===== config.mk =====
export PLATFORM = sky130hd
export DESIGN_NAME = red_pitaya_pwm_dac_flat
export DESIGN_NICKNAME = d
export VERILOG_FILES = /design/src/rtl/red_pitaya_pwm_dac_pkg.sv /design/src/rtl/red_pitaya_pwm_dac_if.sv /design/src/rtl/red_pitaya_pwm_dac_ch.sv /design/src/rtl/red_pitaya_pwm_dac.sv /design/src/flat_wrapper.sv
export SDC_FILE = /design/constraint.sdc
export NUM_CORES = 1
export LEC_CHECK = 0
export ABC_AREA = 0
export BUFFER_PORTS_ARGS = -buffer_cell sky130_fd_sc_hd__buf_2
export CORE_AREA = 2 2 79 88
export CTS_CLUSTER_DIAMETER = 40
export CTS_CLUSTER_SIZE = 40
export DETAILED_ROUTE_END_ITERATION = 6
export DIE_AREA = 0 0 81 90
export PLACE_DENSITY = 0.74
export REMOVE_ABC_BUFFERS = 1
export SLEW_MARGIN = 20
export SYNTH_ARGS = -nofsm -noshare
export SYNTH_HDL_FRONTEND = slang
export SYNTH_SLANG_ARGS = --single-unit

===== constraint.sdc =====
create_clock -name clk_i -period 1.8 [get_ports clk_i]
set_input_delay 0.18 -clock clk_i [delete_from_list [all_inputs] [get_ports clk_i]]
set_output_delay 0.18 -clock clk_i [all_outputs]
set_load 0.005 [all_outputs]

===== src/rtl/red_pitaya_pwm_dac_pkg.sv =====
// Shared constants, types and helpers for the four-channel PWM DAC.
// Dither is enabled by defining PWM_DITHER_EN; the default build uses the duty byte only.
package red_pitaya_pwm_pkg;

    localparam int PWM_FULL = 156;
    localparam int PWM_CW   = 8;

    localparam int CFG_W    = 24;
    localparam int DUTY_MSB = 23;
    localparam int DUTY_LSB = 16;
    localparam int PAT_MSB  = 15;
    localparam int PAT_LSB  = 0;

    localparam int SEQ_LEN  = 16;
    localparam int SEQ_W    = 4;
    localparam int NUM_CH   = 4;

    typedef logic [CFG_W-1:0] cfg_t;
    typedef logic [SEQ_W-1:0] seq_t;
    typedef logic [8:0]       width_t;

    // Pulse width saturates at the period length; anything above is constant high.
    function automatic width_t clamp_width(width_t v, int full);
        return (int'(v) > full) ? width_t'(full) : v;
    endfunction

endpackage


===== src/rtl/red_pitaya_pwm_dac_if.sv =====
// Configuration words in, PWM pins and frame sync out; master drives cfg, slave is the DAC.
import red_pitaya_pwm_pkg::*;

interface red_pitaya_pwm_dac_if;

    cfg_t              cfg_a_i;
    cfg_t              cfg_b_i;
    cfg_t              cfg_c_i;
    cfg_t              cfg_d_i;
    logic [NUM_CH-1:0] pwm_o;
    logic              sync_o;

    modport master (
        output cfg_a_i, cfg_b_i, cfg_c_i, cfg_d_i,
        input  pwm_o, sync_o
    );

    modport slave (
        input  cfg_a_i, cfg_b_i, cfg_c_i, cfg_d_i,
        output pwm_o, sync_o
    );

endinterface


===== src/rtl/red_pitaya_pwm_dac_ch.sv =====
// One PWM channel: shadow word loaded at the period boundary, dithered width, registered pin.
// Dither bit selection is compiled in only when PWM_DITHER_EN is defined.
import red_pitaya_pwm_pkg::*;

module red_pitaya_pwm_ch #(
    parameter int FULL = PWM_FULL,
    parameter int CW   = PWM_CW
) (
    input  logic          clk_i,
    input  logic          rstn_i,
    input  logic [CW-1:0] cnt,
    input  seq_t          seq,
    input  logic          load,
    input  cfg_t          cfg,
    output logic          pwm
);

    cfg_t   shadow;
    logic   dither_bit;
    width_t width_raw;
    width_t width_eff;

    // NOTE: the shadow word is reset so the first period after reset is guaranteed low.
    always_ff @(posedge clk_i) begin
        if (!rstn_i) begin
            shadow <= '0;
        end else if (load) begin
            shadow <= cfg;
        end
    end

`ifdef PWM_DITHER_EN
    logic [SEQ_LEN-1:0] pattern;
    assign pattern    = shadow[PAT_MSB:PAT_LSB];
    assign dither_bit = pattern[seq];
`else
    wire unused_pattern = ^{shadow[PAT_MSB:PAT_LSB], seq};
    assign dither_bit = 1'b0;
`endif

    always_comb begin
        width_raw = {1'b0, shadow[DUTY_MSB:DUTY_LSB]} + {8'd0, dither_bit};
        width_eff = clamp_width(width_raw, FULL);
    end

    // NOTE: sequential state uses non-blocking assignments so every flop samples pre-edge values.
    always_ff @(posedge clk_i) begin
        if (!rstn_i) begin
            pwm <= 1'b0;
        end else begin
            pwm <= (int'(cnt) < int'(width_eff));
        end
    end

endmodule


===== src/rtl/red_pitaya_pwm_dac.sv =====
// Four-channel PWM DAC: period counter, dither sequence index and frame sync shared by all channels.
// Define PWM_DITHER_EN to add the 16-period dither; otherwise only the duty byte sets the width.
import red_pitaya_pwm_pkg::*;

module red_pitaya_pwm_dac #(
    parameter int FULL = PWM_FULL,
    parameter int CW   = PWM_CW
) (
    input  logic                 clk_i,
    input  logic                 rstn_i,
    red_pitaya_pwm_dac_if.slave  bus
);

    logic [CW-1:0]     cnt;
    seq_t              seq;
    logic              boundary;
    logic              sync_q;
    logic [NUM_CH-1:0] pwm_bits;
    cfg_t              cfg [NUM_CH];

    assign boundary = (cnt == CW'(FULL - 1));

    // seq starts at all-ones so the first loaded period wraps it to 0.
    always_ff @(posedge clk_i) begin
        if (!rstn_i) begin
            cnt    <= '0;
            seq    <= '1;
            sync_q <= 1'b0;
        end else begin
            cnt    <= boundary ? '0 : cnt + 1'b1;
            if (boundary) begin
                seq <= seq + 1'b1;
            end
            sync_q <= (cnt == '0) && (seq == '0);
        end
    end

    assign cfg[0] = bus.cfg_a_i;
    assign cfg[1] = bus.cfg_b_i;
    assign cfg[2] = bus.cfg_c_i;
    assign cfg[3] = bus.cfg_d_i;

    for (genvar ch = 0; ch < NUM_CH; ch++) begin : g_ch
        red_pitaya_pwm_ch #(
            .FULL (FULL),
            .CW   (CW)
        ) u_ch (
            .clk_i  (clk_i),
            .rstn_i (rstn_i),
            .cnt    (cnt),
            .seq    (seq),
            .load   (boundary),
            .cfg    (cfg[ch]),
            .pwm    (pwm_bits[ch])
        );
    end

    assign bus.pwm_o  = pwm_bits;
    assign bus.sync_o = sync_q;

endmodule

===== src/flat_wrapper.sv =====
// flat-port wrapper written by rule: the top's interface ports become plain ports
module red_pitaya_pwm_dac_flat 
#(
    parameter int FULL = PWM_FULL,
    parameter int CW   = PWM_CW
)
  (clk_i, rstn_i, bus_cfg_a_i, bus_cfg_b_i, bus_cfg_c_i, bus_cfg_d_i, bus_pwm_o, bus_sync_o);
  red_pitaya_pwm_dac_if bus_i ();
  input  logic clk_i;
  input  logic rstn_i;
  input wire logic [$bits(bus_i.cfg_a_i)-1:0] bus_cfg_a_i;
  input wire logic [$bits(bus_i.cfg_b_i)-1:0] bus_cfg_b_i;
  input wire logic [$bits(bus_i.cfg_c_i)-1:0] bus_cfg_c_i;
  input wire logic [$bits(bus_i.cfg_d_i)-1:0] bus_cfg_d_i;
  output wire logic [$bits(bus_i.pwm_o)-1:0] bus_pwm_o;
  output wire logic [$bits(bus_i.sync_o)-1:0] bus_sync_o;
  assign bus_i.cfg_a_i = bus_cfg_a_i;
  assign bus_i.cfg_b_i = bus_cfg_b_i;
  assign bus_i.cfg_c_i = bus_cfg_c_i;
  assign bus_i.cfg_d_i = bus_cfg_d_i;
  assign bus_pwm_o = bus_i.pwm_o;
  assign bus_sync_o = bus_i.sync_o;
  red_pitaya_pwm_dac #(.FULL(FULL), .CW(CW)) u_core (.clk_i(clk_i), .rstn_i(rstn_i), .bus(bus_i));
endmodule

==> impl_metrics.ini, run 1 <==
[synthesis]
synth-edff-count = 0
synth-simple-area-share_pct = 21.1
syn_inst = 333
seq_area_frac_synth_pct = 36.0
synth_area_leader_cell = dfxtp_1
syn_area_um2 = 2720
yosys.cell_types.count = 35
synth.area.mux_share_pct = 0
synth_compound_area_share_pct = 21.0
synthXorXnorAreaFrac_pct = 0.965
yosys_most_used_dff = dfxtp_1
async_flop_share_pct = 0
synth_top_family_by_area = simple AND/OR/NAND/NOR gates
synth_top_area_share_pct = 36.0
synth_fa_ha_area_share_pct = 14.7
synth.most_common_cell = dfxtp_1
netlist_top_cells_area = dfxtp_1, ha_1, a21oi_1
syn_area_per_cell_um2 = 8.18
synth_warnings = 0
ys_ff_latch = 49
synth_common_cells = dfxtp_1, a21oi_1, nand3_1

[timing]
period_needed_ns = 1.86
clock-skew-final_ns = 0.00855
slew_headroom_pct = 70.6
timing.final.crit_share_pct = 103
drv_slew = 0
hold_violations = 0
worst_slack_ns = -0.0581
finalSetupViolCount = 2
grt_setup_unrepaired = true
fin_setup_tns_ns = -0.0612
tightest_slew_ns = 0.438
max_freq_mhz = 538
whs_ns = 0.113

[finish]
layout.nets = 519
final_util_pct = 52.2
area_delta_synth_final_pct = 23.4
nFillCells = 622
fin_cells = 472
drive_gt1_share_pct = 23.8
multi_input_area_um2 = 1650
fin_area_um2 = 3360
seq_area_um2 = 983
antenna-diode-count = 0

[job]
cap_violations = 0

[pwr]
power.leakage_nw = 1.31
vdd_drop_max_v = 0.000382
total_power_mw = 2.14
p_per_area_nw_per_um2 = 637

[detailed_routing]
postRouteWirelength_mm = 6.83
drt_iter0_drc = 130
route.detailed.drc = 0
vias_per_cell = 5.53
dr.pass1.iters = 4
wire_per_inst_um = 14.5
ant_nets = 0
vias = 2610

[worst_setup_path]
start_kind = register
endpoint_kind = register
critPathMaxFanout = 5
path_class = reg -> reg
arrival_ns = 2.05
cp.required_ns = 1.99

[clock_network]
cts.clk_slew.worst_paths_ns = 0.09
htree_levels = 2
clockRootBuffer = clkbuf_8
clk_latency_ns = 0.30
clock_sinks = 49
cts-buffers-inserted = 5
ctsHoldBuffers = 0
clockBufferDepth = 2
cts_tree = built

[grt]
antenna_found_initial = 0
grt_pass1_wl_mm = 11.2
grt_max_degree = 25
first_global_vias = 2458
grtUsageTotal_pct = 19.5
grt-ovfl-total = 0

[run_status]
status = finished, violations left
violations = setup timing

[floorplanning]
die_area_um2 = 7290
fp.dieW_um = 81
initial_core_util_pct = 42.3
io_pins = 103
rows = 31
die_height_um = 90
core_area_um2 = 6440

[placement]
hpwl_mm = 4.94
place.gp.congestion = 0.903
dp.cells = 463
dp_slack_ns = -0.323
io_buffers = 38
placed_area_um2 = 3160

[worst_hold_path]
hold_path_class = in -> reg
[registers in the layout, summed over array words and instances, names as in the netlist]
| register | count |
|---|---|
| u_core.g_ch.u_ch.shadow | 32 |
| u_core.bus.sync_o | 1 |
| u_core.seq | 4 |
| u_core.g_ch.u_ch.pwm | 4 |
| u_core.cnt | 8 |
[worst max-delay path: stages, from the launching register on]
cell       delay (ns)
dfxtp_2          0.34
o21a_4           0.23
nor2_4           0.09
ha_4             0.21
a211oi_2         0.24
nand4b_1         0.22
a2111oi_4        0.42
[cell usage in the layout (no fill, tap or decap), drive strengths merged, types with 3 or more instances in the layout]
cell type,netlist,layout
or3,4,4
a21oi,47,47
inv,13,13
nand3,41,41
o21a,4,4
clkbuf,16,7
nand4b,4,4
buf,8,73
nand2,15,15
nand3b,4,4
and4,3,3
nor2,18,18
o211ai,4,4
o21ai,39,39
ha,32,32
dfxtp,49,49
o2111ai,4,4
nand4,9,9
[where the power goes]
part	switching [mW]	internal [mW]	total, mW
registers	0.0133	1.10	1.11
logic	0.114	0.102	0.216
clock network	0.360	0.453	0.814
total	0.488	1.65	2.14
[layer usage]
| layer | global-route usage (%) | share of wire, % | vias up | routed length, um |
|---|---|---|---|---|
| li1 | - | - | 1329 | - |
| met1 | 24.4 | 43 | 1205 | 2910 |
| met2 | 32.9 | 51 | 64 | 3500 |
| met3 | 3.01 | 4.0 | 12 | 273 |
| met4 | 7.77 | 2.2 | 0 | 153 |
| met5 | 0 | 0 | - | 0 |
[kinds of logic after synthesis]
kind of cell	after synthesis
simple gates	107
compound gates	104
flops	49
buf+inv	38
fa+ha+maj	32
xor+xnor	3
[cell type report]
| class | count | area share [%] |
|---|---|---|
| Clock buffer | 7 | 2.57 |
| Clock inverter | 1 | 0.893 |
| Inverter | 14 | 1.56 |
| Multi-Input combinational cell | 246 | 49.2 |
| Sequential cell | 49 | 29.3 |
| Tap cell | 82 | 3.05 |
| Timing Repair Buffer | 73 | 13.5 |
[path summary, 6_finish.rpt]
| check | start | to | slack (ns) | cells past startpoint |
|---|---|---|---|---|
| max | u_core.g_ch[0].u_ch.shadow[22] | u_core.g_ch[0].u_ch.pwm | -0.06 | 6 |
| min | bus_cfg_a_i[22] | u_core.g_ch[0].u_ch.shadow[22] | 0.11 | 3 |
| min reg2reg | u_core.g_ch[1].u_ch.shadow[16] | u_core.g_ch[1].u_ch.shadow[16] | 0.48 | 2 |
| max reg2reg | u_core.g_ch[0].u_ch.shadow[22] | u_core.g_ch[0].u_ch.pwm | -0.06 | 6 |
[what timing repair did]
action | in CTS | in global routing
cloned | 0 | 0
setup endpoints to repair | 4 | 20
setup buffers | 0 | 2
gates resized for setup | 7 | 9
pin swaps | 4 | 5
(Power assumes the default switching activity.)
==> run 2, diff against run 1 <==
ABC_AREA = 1   (was 0)
CORE_AREA = 2 2 78 87   (was 2 2 79 88)
DIE_AREA = 0 0 80 89   (was 0 0 81 90)
==> run 2 against run 1 <==
Against the previous run: the run now ends clean; final cell count rose by 5.7%; die area fell by 2.3%; combinational power is 19% lower; utilization shrank 2.0 points; critical endpoint is now u_core.g_ch[2].u_ch.pwm.
==> impl_metrics.ini, run 2 <==
[run_status]
status = finished, final reports clean

[timing]
clock-skew-final_ns = 0.00355
max_freq_mhz = 596
fin_setup_tns_ns = 0
slew_headroom_pct = 79.0
hold_violations = 0
timing.final.crit_share_pct = 93.2
whs_ns = 0.120
drv_slew = 0
tightest_slew_ns = 0.312
period_needed_ns = 1.68
finalSetupViolCount = 0

[synthesis]
syn_inst = 375
yosys.cell_types.count = 23
ys_ff_latch = 49
synth.most_common_cell = nor2_1
async_flop_share_pct = 0
synth_warnings = 0
synthXorXnorAreaFrac_pct = 0.327
syn_area_per_cell_um2 = 7.14
synth_top_family_by_area = simple AND/OR/NAND/NOR gates
synth_area_leader_cell = dfxtp_1
synth_fa_ha_area_share_pct = 15.0
yosys_most_used_dff = dfxtp_1
syn_area_um2 = 2680
synth_compound_area_share_pct = 14.5
synth-edff-count = 0
synth_top_area_share_pct = 36.7
synth_common_cells = nor2_1, nand2_1, dfxtp_1
netlist_top_cells_area = dfxtp_1, ha_1, nor2_1
seq_area_frac_synth_pct = 36.7
synth.area.mux_share_pct = 0
synth-simple-area-share_pct = 25.5

[pwr]
comb_power_share_pct = 9.1
clkPwrFrac_pct = 33.8
power.leakage_nw = 1.38
seq_power_share_pct = 57.1
p_per_area_nw_per_um2 = 625
intPower_mw = 1.48
p_sw_share_pct = 23.1
p_switching_mw = 0.446
total_power_mw = 1.93
vdd_drop_max_v = 0.000314

[detailed_routing]
postRouteWirelength_mm = 5.54
vias_per_cell = 4.92
route.detailed.drc = 0
ant_nets = 0
drt_iter0_drc = 135
dr.pass1.iters = 4
wire_per_inst_um = 11.1
vias = 2454

[clock_network]
ctsResizeCount = 0
ctsHoldBuffers = 0
post_cts_buffers = 0
cts-buffers-inserted = 5
htree_levels = 2
clock_sinks = 49
clk_latency_ns = 0.30
clockRootBuffer = clkbuf_8
cts_tree = built
cts.clk_slew.worst_paths_ns = 0.08
clockBufferDepth = 2

[finish]
largest_reg_flops = 32
final_util_pct = 50.2
regMostFlops = u_core.g_ch.u_ch.shadow
area_delta_synth_final_pct = 15.4
layout.nets = 549
nFillCells = 619
mostFrequentLayoutCell = nor2_1
reg.largest.list = u_core.g_ch.u_ch.shadow: 32 flops, u_core.cnt: 8 flops
antenna-diode-count = 0
final_cell_mix = nor2_1, nand2_1, dfxtp_1
drive_gt1_share_pct = 18.9

[floorplanning]
fp.dieW_um = 80
die_area_um2 = 7120
initial_core_util_pct = 43.5
io_pins = 103
die_height_um = 89
rows = 30
core_area_um2 = 6160

[worst_setup_path]
path_class = reg -> reg
critPathMaxFanout = 4
reg2reg_depth = 9
endpoint_kind = register
start_kind = register
rrSetupSlack_ns = 0.12
cp.required_ns = 2.03
arrival_ns = 1.91

[grt]
grt-ovfl-total = 0
grt_util_met2_pct = 31.1
grt_use_met1_pct = 19.7
grtUsageTotal_pct = 17.2
met3_usage_pct = 3.23
grt-busiest-layer = met2
first_global_vias = 2314
grt_max_degree = 29
grt_pass1_wl_mm = 9.68
antenna_found_initial = 0

[placement]
hpwl_mm = 4.32
io_buffers = 38
place.gp.congestion = 0.886

[worst_hold_path]
hold_depth = 3
hold_path_class = in -> reg

[job]
cap_violations = 0
## run 2: changes by cell type after synthesis, moves of 6 or more
cell,before,now
nor2_1,18,79
nand3_1,41,8
a21oi_1,47,30
inv_1,13,31
nand2_1,15,68
or2_2,0,6
clkbuf_1,16,8
nand4_1,9,3
## run 2: routing by layer
layer / vias up / share of wire (%)
li1: 1300 / -
met1: 1090 / 46
met2: 55 / 48
met3: 9 / 4.2
met4: 0 / 2.0
met5: - / 0
## run 2: layout make-up
type / instances / area [um2] / area share (%)
Multi-Input combinational cell: 277 / 1500 / 48.5
Sequential cell: 49 / 981 / 31.8
Timing Repair Buffer: 52 / 295 / 9.56
Inverter: 34 / 128 / 4.13
Tap cell: 80 / 100 / 3.24
Clock buffer: 7 / 86.3 / 2.79
## run 2: final timing paths
kind / end / startpoint
setup / recovery: u_core.g_ch[2].u_ch.pwm / u_core.g_ch[2].u_ch.shadow[16]
hold / removal: u_core.g_ch[3].u_ch.shadow[22] / bus_cfg_d_i[22]
setup reg to reg: u_core.g_ch[2].u_ch.pwm / u_core.g_ch[2].u_ch.shadow[16]
hold reg to reg: u_core.seq[3] / u_core.seq[3]
## run 2: logic make-up (layout without fill, tap and decap cells)
group                      after synthesis  in the layout
buffers and inverters                   49             93
adders and majority gates               32             32
and+or+nand+nor                        169            169
AOI/OAI and AO/OA                       75             75
DFF                                     49             49
xor gates and xnor gates                 1              1
## run 2: through the flow
stage / instance area (um2) / worst slack, ns / instances
after floorplan: 2590 / -0.0678 / 360
after global placement: 2980 / 0.125 / 492
after detailed placement: 2980 / 0.0609 / 492
after CTS: 3070 / 0.0439 / 499
after global routing: 3090 / -0.00320 / 499
final: 3090 / 0.123 / 499
## run 2: power by group through the flow
stage / sequential, mW / clock (mW) / combinational (mW)
final: 1.10 / 0.653 / 0.175
after global routing: 1.10 / 0.707 / 0.204
after CTS: 1.10 / 0.676 / 0.175
after detailed placement: 1.13 / 0 / 0.173
after global placement: 1.13 / 0 / 0.168
after floorplan: 1.14 / 0 / 0.0797
## run 2: worst max-delay path, cell delays in order (launching register included)
cell and delay (ns):
dfxtp_1 0.32, or2_2 0.29, nand2_1 0.08, nand2_1 0.11, inv_2 0.09, nand2_1 0.05, ha_1 0.29, a21oi_1 0.15
o211ai_1 0.09, a21oi_1 0.13
